**src/rtl/lockstep_cmp.sv**
```systemverilog
// lockstep_cmp: compares reference and UUT read data per channel after a fixed read latency,
// latching the first mismatch and keeping saturating compare/mismatch statistics.
module lockstep_cmp #(
  parameter int DATA_WIDTH = 32,
  parameter int ADDR_WIDTH = 10,
  parameter int NUM_CH     = 2,
  parameter int LATENCY    = 1,
  parameter int CNT_WIDTH  = 16
) (
  input  logic                         i_clk,
  input  logic                         i_rst_n,
  input  logic                         i_arm,
  input  logic                         i_clear,
  input  logic [NUM_CH-1:0]            i_en,
  input  logic [NUM_CH*ADDR_WIDTH-1:0] i_addr,
  input  logic [NUM_CH*DATA_WIDTH-1:0] i_data_ref,
  input  logic [NUM_CH*DATA_WIDTH-1:0] i_data_uut,
  output logic [1:0]                   o_state,
  output logic                         o_equal,
  output logic                         o_fault,
  output logic [CNT_WIDTH-1:0]         o_cmp_cnt,
  output logic [CNT_WIDTH-1:0]         o_mis_cnt,
  output logic [2:0]                   o_fault_ch,
  output logic [ADDR_WIDTH-1:0]        o_fault_addr,
  output logic [DATA_WIDTH-1:0]        o_fault_ref,
  output logic [DATA_WIDTH-1:0]        o_fault_uut
);
  typedef enum logic [1:0] {IDLE = 2'b00, ARMED = 2'b01, FAULT = 2'b10} state_t;
  state_t                       state_q, state_d;
  logic                         equal_q, equal_d;
  logic                         fault_q, fault_d;
  logic [CNT_WIDTH-1:0]         cmp_cnt_q, cmp_cnt_d;
  logic [CNT_WIDTH-1:0]         mis_cnt_q, mis_cnt_d;
  logic [2:0]                   fault_ch_q, fault_ch_d;
  logic [ADDR_WIDTH-1:0]        fault_addr_q, fault_addr_d;
  logic [DATA_WIDTH-1:0]        fault_ref_q, fault_ref_d;
  logic [DATA_WIDTH-1:0]        fault_uut_q, fault_uut_d;
  logic [NUM_CH-1:0]            en_dly;
  logic [NUM_CH*ADDR_WIDTH-1:0] addr_dly;
  logic [NUM_CH-1:0]            qual, mis;
  logic                         any_qual, any_mis, cap;
  logic [2:0]                   hit_ch;
  logic [ADDR_WIDTH-1:0]        hit_addr;
  logic [DATA_WIDTH-1:0]        hit_ref, hit_uut;
  if (LATENCY == 0) begin : g_nodly
    assign en_dly   = i_en;
    assign addr_dly = i_addr;
  end else begin : g_dly
    logic [NUM_CH-1:0]            en_pipe_q [LATENCY];
    logic [NUM_CH-1:0]            en_pipe_d [LATENCY];
    logic [NUM_CH*ADDR_WIDTH-1:0] addr_pipe_q [LATENCY];
    logic [NUM_CH*ADDR_WIDTH-1:0] addr_pipe_d [LATENCY];
    always_comb begin
      en_pipe_d[0]   = i_clear ? '0 : i_en;
      addr_pipe_d[0] = i_clear ? '0 : i_addr;
      for (int s = 1; s < LATENCY; s++) begin
        en_pipe_d[s]   = i_clear ? '0 : en_pipe_q[s-1];
        addr_pipe_d[s] = i_clear ? '0 : addr_pipe_q[s-1];
      end
    end
    always_ff @(posedge i_clk) begin
      if (!i_rst_n) begin
        en_pipe_q   <= '{default: '0};
        addr_pipe_q <= '{default: '0};
      end else begin
        en_pipe_q   <= en_pipe_d;
        addr_pipe_q <= addr_pipe_d;
      end
    end
    assign en_dly   = en_pipe_q[LATENCY-1];
    assign addr_dly = addr_pipe_q[LATENCY-1];
  end
  // Descending scan so the lowest-index mismatching channel wins the capture.
  always_comb begin
    qual     = en_dly & {NUM_CH{state_q == ARMED || state_q == FAULT}};
    mis      = '0;
    hit_ch   = '0;
    hit_addr = '0;
    hit_ref  = '0;
    hit_uut  = '0;
    for (int k = 0; k < NUM_CH; k++)
      mis[k] = qual[k] && (i_data_ref[k*DATA_WIDTH +: DATA_WIDTH] != i_data_uut[k*DATA_WIDTH +: DATA_WIDTH]);
    for (int k = NUM_CH - 1; k >= 0; k--)
      if (mis[k]) begin
        hit_ch   = 3'(k);
        hit_addr = addr_dly[k*ADDR_WIDTH +: ADDR_WIDTH];
        hit_ref  = i_data_ref[k*DATA_WIDTH +: DATA_WIDTH];
        hit_uut  = i_data_uut[k*DATA_WIDTH +: DATA_WIDTH];
      end
  end
  always_comb begin
    any_qual     = |qual;
    any_mis      = |mis;
    cap          = !i_clear && state_q == ARMED && any_mis;
    state_d      = i_clear ? IDLE :
                   state_q == IDLE  ? (i_arm ? ARMED : IDLE) :
                   state_q == ARMED ? (any_mis ? FAULT : ARMED) :
                   state_q == FAULT ? FAULT : IDLE;
    fault_d      = state_d == FAULT;
    equal_d      = i_clear || !any_mis;
    cmp_cnt_d    = i_clear ? '0 : cmp_cnt_q + CNT_WIDTH'(any_qual && !(&cmp_cnt_q));
    mis_cnt_d    = i_clear ? '0 : mis_cnt_q + CNT_WIDTH'(any_mis && !(&mis_cnt_q));
    fault_ch_d   = i_clear ? '0 : cap ? hit_ch   : fault_ch_q;
    fault_addr_d = i_clear ? '0 : cap ? hit_addr : fault_addr_q;
    fault_ref_d  = i_clear ? '0 : cap ? hit_ref  : fault_ref_q;
    fault_uut_d  = i_clear ? '0 : cap ? hit_uut  : fault_uut_q;
  end
  always_ff @(posedge i_clk) begin
    if (!i_rst_n) begin
      state_q      <= IDLE;
      equal_q      <= 1'b1;
      fault_q      <= 1'b0;
      cmp_cnt_q    <= '0;
      mis_cnt_q    <= '0;
      fault_ch_q   <= '0;
      fault_addr_q <= '0;
      fault_ref_q  <= '0;
      fault_uut_q  <= '0;
    end else begin
      state_q      <= state_d;
      equal_q      <= equal_d;
      fault_q      <= fault_d;
      cmp_cnt_q    <= cmp_cnt_d;
      mis_cnt_q    <= mis_cnt_d;
      fault_ch_q   <= fault_ch_d;
      fault_addr_q <= fault_addr_d;
      fault_ref_q  <= fault_ref_d;
      fault_uut_q  <= fault_uut_d;
    end
  end
  assign o_state      = state_q;
  assign o_equal      = equal_q;
  assign o_fault      = fault_q;
  assign o_cmp_cnt    = cmp_cnt_q;
  assign o_mis_cnt    = mis_cnt_q;
  assign o_fault_ch   = fault_ch_q;
  assign o_fault_addr = fault_addr_q;
  assign o_fault_ref  = fault_ref_q;
  assign o_fault_uut  = fault_uut_q;
endmodule

```
**config.mk**
```make
export PLATFORM = sky130hd
export DESIGN_NAME = lockstep_cmp
export DESIGN_NICKNAME = d
export VERILOG_FILES = /design/src/rtl/lockstep_cmp.sv
export SDC_FILE = /design/constraint.sdc
export NUM_CORES = 1
export LEC_CHECK = 0
export CAP_MARGIN = 30
export CORE_UTILIZATION = 43
export DETAILED_ROUTE_END_ITERATION = 10
export GPL_TIMING_DRIVEN = 0
export PLACE_DENSITY_LB_ADDON = 0.08
export SYNTH_ARGS = -nofsm -noshare
export SYNTH_HDL_FRONTEND = slang
export SYNTH_SLANG_ARGS = --single-unit
export TNS_END_PERCENT = 100
```
**constraint.sdc**
```tcl
create_clock -name i_clk -period 3.89 [get_ports i_clk]
set_clock_uncertainty 0.05 [all_clocks]
set_input_delay 0.778 -clock i_clk [delete_from_list [all_inputs] [get_ports i_clk]]
set_output_delay 0.778 -clock i_clk [all_outputs]
set_load 0.05 [all_outputs]
```
Word-level counts from Yosys, hierarchy flattened
Cells that the tools add are included.

storage, ports and cells
  bits in registers = 135
  input port bits = 154
  output and inout bits = 113
  logic and storage cells = 52

operators by class
  add/sub/neg operators = 2
  equal/unequal tests = 5
  mux-type cells = 14
  bitwise operators = 2
  reduce and logical (&&, ||, !) cells = 18

operators with widths
  operator              number
  $mux W32              4
  $ne A32 B32 Y1        2
  $add A16 B1 Y16       2
  $reduce_and A16 Y1    2
  $mux W10              2
  $mux W2               5
  $logic_and A1 B1 Y1   6
  $reduce_or A2 Y1      3
  $eq A2 B2 Y1 const B  2
  $logic_not A1 Y1      4
  $mux W3               1
  $and A2 B2 Y2         1
  $eq A2 B1 Y1 const B  1
  $logic_not A2 Y1      1
  $logic_or A1 B1 Y1    2
  $mux W1               2
  $not A1 Y1            1

Longest topological paths before layout
  depth in word-level cells = 10
  depth in mapped cells = 13
  mapped depth without buffers = 12

Worst setup path before layout
OpenSTA, ideal clock, no wires.

  path type = input to register
  start point = input port i_data_uut[20]
  end point = register mis_cnt_q[14] (netlist: o_mis_cnt[14])
  setup time = 0.128 ns
  arrival = 3.043 ns
  data required time = 3.712 ns
  path slack = 0.669 ns
  stages = 13
  path buffers = 2
  path through = xnor2_1 > nand4_1 > nor4_2 > a21oi_1 > buf_2 > buf_1 > o22a_1 > ha_1 > ha_1 > and2_1 > nand4_1 > xor2_1 > nor2_1

between the ends
  cells in the longest elaborated chain, start to end = 5

ends and longest elaborated chain
  item                    RTL line  text
  start: declaration      17        input logic [NUM_CH*DATA_WIDTH-1:0] i_data_uut,
  $ne A32 B32 Y1          82        mis[k] = qual[k] && (i_data_ref[k*DATA_WIDTH +: DATA_WIDTH] != i_data_uut[k*DATA_WIDTH +: DATA_WIDTH]);
  $logic_and A1 B1 Y1     82
  $reduce_or A2 Y1        93        any_mis = |mis;
  $logic_and A1 B1 Y1     102       mis_cnt_d = i_clear ? '0 : mis_cnt_q + CNT_WIDTH'(any_mis && !(&mis_cnt_q));
  $add A16 B1 Y16         102
  end signal: assignment  124       mis_cnt_q <= mis_cnt_d;
  end: declaration        33        logic [CNT_WIDTH-1:0] mis_cnt_q, mis_cnt_d;

No other way between the ends.
A chain may end at the register's enable or synchronous reset.

Worst setup path in the final report
  start point = input port i_data_uut[52]
  end point = register mis_cnt_q[14] (netlist: o_mis_cnt[14])

Same word-level chain as after synthesis.

==> metrics.yaml <==
p_per_area_nw_per_um2: 331
arrival_ns: 3.99
status: "finished clean"
peakVddDrop_uv: 310
coreArea_sq_um: 14500
wl_microns: 24000
die_w_microns: 124
fill_cells: 1248
synth_edf_count: 0
fmax_ghz: 0.267
synth_area_leaders: "dfxtp_1 42%, xnor2_1 9.5%, a311oi_1 8.8%"
tns_ns: 0
yosys_warnings: 0
num_vias: 6970
critPathTopFamily: "buffers and inverters"
worstPathCellList: "clkdlybuf4s50_1 -> xnor2_2 -> nand4_1 -> nor4_2 -> a21oi_1 -> buf_2 -> buf_2 -> o22a_1 -> ha_1 -> ha_1 -> and2_1 -> nand4_1 -> xor2_1 -> nor2_1"
hpwl_microns: 18000
finalWeightedCongestion: 0.946
ys_seq_area_share_pct: 41.7
first_iter_violations: 715
total_leakage_power_uw: 0.00309
slew_headroom_pct: 51.9
synth-async-reset-ratio_pct: 0
yosysMostFrequentCell: "dfxtp_1"
worstMarginPinSlew_ns: 0.721
cts_buffer_depth: 2
final_area_sq_um: 9840
synth.distinct_cells: 35
required_ns: 4.13
n_antenna_cell: 0
root_buffer: "clkbuf_16"
clock_sinks: 133
htree_levels: 4
fin_nets: 1184
postCtsSetupRepairBufs: 0
drive_gt1_share_pct: 7.05
grt_pass1_vias: 6589
port_buffers: 264
final_util_pct: 67.7
drt_pass1_iterations: 5
drv_cap: 0
critPathBufInv: 3
startpoint_type: "input pin"
ios: 267
critPathKind: "input pin to flop"
synth_top_area_share_pct: 41.7
synthFlopType: "dfxtp_1"
grt_max_degree: 20
drc: 0
setup_viol: 0
layout_min_cycle_time_ns: 3.74
finalMaxSlewViolations: 0
cts_tree: "yes"
synth_area_leader_cell: "dfxtp_1"
avgSynthCellArea_sq_um: 8.62
antenna_found_initial: 0
syn_inst: 741
layout_worst_path_cycle_share_pct: 96.3
ys_ff_latch: 133
via_per_inst: 5.72
preCtsSetupSlack_ns: -0.492
cp_slowest_cell: "clkdlybuf4s50_1"
grt-ovfl-total: 0
post_drt_wl_per_cell_microns: 19.7
clkTransAtPathRegs_ns: 0.06
die_height_microns: 124
cp_max_fo: 10
worst_slack_ns: 0.146
clock_latency_ns: 0.42
slowest_delay_ns: 0.48
cts_buffers: 17
cts_hold_buf: 0
end_kind: "flop"
synthTopCellsByCount: "133 x dfxtp_1, 89 x nand2_1, 83 x nand3_1, 75 x nor3_1, 69 x xnor2_1"
areaGrowthSynthToFinish_pct: 54.0
grt_pass1_wl_microns: 35600
fp-row-count: 44
ant_nets: 0
hold_violations: 0
hold_class: "flop to flop"
dieArea_sq_um: 15300
start_util_pct: 43.9
placed_cell_area_sq_um: 9260
global_route.usage.total_pct: 31.1
synth_area_sq_um: 6390
## per-stage QoR
step	power (uW)	std cells	hold slack, ns
finish	3250	1219	0.412
global route	3340	1219	0.427
CTS	3250	1219	0.414
detailed placement	1760	1190	0.405
global placement	1770	1190	0.405
floorplan	1520	742	0.389
## area by class of cell
cell class,count,area (sq um),share of cell area (%)
Multi-Input combinational cell,540,3420,34.8
Timing Repair Buffer,264,2640,26.9
Clock buffer,19,443,4.50
Tap cell,184,230,2.34
Buffer,65,318,3.23
Clock inverter,11,106,1.08
Sequential cell,133,2660,27.1
Inverter,3,11.3,0.114
## worst paths after layout
path	start	end	slack [ns]	depth (start not counted)
worst min-delay path	addr_dly[9]$_SDFF_PP0_	o_fault_addr[9]$_SDFFE_PP0P_	0.41	2
worst max register to register	o_state[0]$_SDFF_PN0_	o_mis_cnt[14]$_SDFF_PP0_	0.61	13
worst max-delay path	i_data_uut[52]	o_mis_cnt[14]$_SDFF_PP0_	0.15	14
worst min register to register	addr_dly[9]$_SDFF_PP0_	o_fault_addr[9]$_SDFFE_PP0P_	0.41	2
## worst register-to-register path: cells and delay by family (launching register included)
kind | cells | cell delay, ns
compound gates | 2 | 0.56
xor+xnor | 1 | 0.15
fa+ha+maj | 3 | 0.80
buf+inv | 3 | 0.70
flops | 1 | 0.38
simple gates | 4 | 0.51
## logic make-up (layout without fill, tap and decap cells)
logic type	Yosys count	after routing	synth area share (%)
AND/OR/NAND/NOR	346	346	26.6
AO/OA/AOI/OAI	100	100	13.5
buffers and inverters	69	362	5.21
flip-flops	133	133	41.7
XOR/XNOR	86	86	11.8
other	1	2	0.0587
adder cells (fa/ha/maj)	6	6	1.18
## sequential cells by signal, summed over array words and instances, names as in the netlist, 2 cells and up
register      cells
o_fault_addr     10
o_fault_uut      32
addr_dly         20
o_fault_ref      32
o_cmp_cnt        16
o_state           2
en_dly            2
o_mis_cnt        16
## routing by layer
layer  global-route usage, %  share of wire (%)
met1                    37.3                 40
met2                    50.2                 46
met3                    7.42                8.8
met4                    18.9                5.0
met5                       0                  0
## cell usage in the layout (no fill, tap or decap), types with 2 or more instances in the layout
| cell | netlist | routed |
|---|---|---|
| nand4_1 | 23 | 23 |
| nor2b_1 | 2 | 2 |
| xor2_1 | 17 | 17 |
| buf_6 | 5 | 5 |
| nand3_1 | 83 | 83 |
| and3_1 | 8 | 8 |
| buf_4 | 3 | 3 |
| nand2b_1 | 2 | 2 |
| buf_2 | 20 | 20 |
| clkdlybuf4s50_1 | 0 | 264 |
| dfxtp_1 | 133 | 133 |
| a21oi_1 | 10 | 10 |
| inv_1 | 3 | 3 |
| nand2_1 | 89 | 89 |
| a211oi_1 | 4 | 4 |
| nor2_1 | 24 | 24 |
| a311oi_1 | 64 | 64 |
| a311oi_2 | 10 | 10 |
| buf_1 | 3 | 2 |
| or3_1 | 6 | 6 |
| clkinvlp_4 | 0 | 6 |
| clkbuf_1 | 35 | 36 |
| ha_1 | 6 | 6 |
| xnor2_1 | 69 | 68 |
| nor4_2 | 2 | 3 |
| clkbuf_16 | 0 | 17 |
| and2_1 | 28 | 28 |
| o21ai_0 | 7 | 7 |
| clkinv_4 | 0 | 2 |
| conb_1 | 1 | 2 |
| nor3_1 | 75 | 75 |
## what timing repair did
item | in CTS | in global routing
endpoints found under the setup margin | 4 | 5
gates resized for setup | 1 | 3
pin swaps | 0 | 0
## power by group
group	switching, uW	internal, uW	leakage (uW)
logic	166	202	0.00177
registers	3.47	1370	0.00107
clock network	621	889	0.000250
total	790	2460	0.00309
Power figures use the tool's default switching activity.
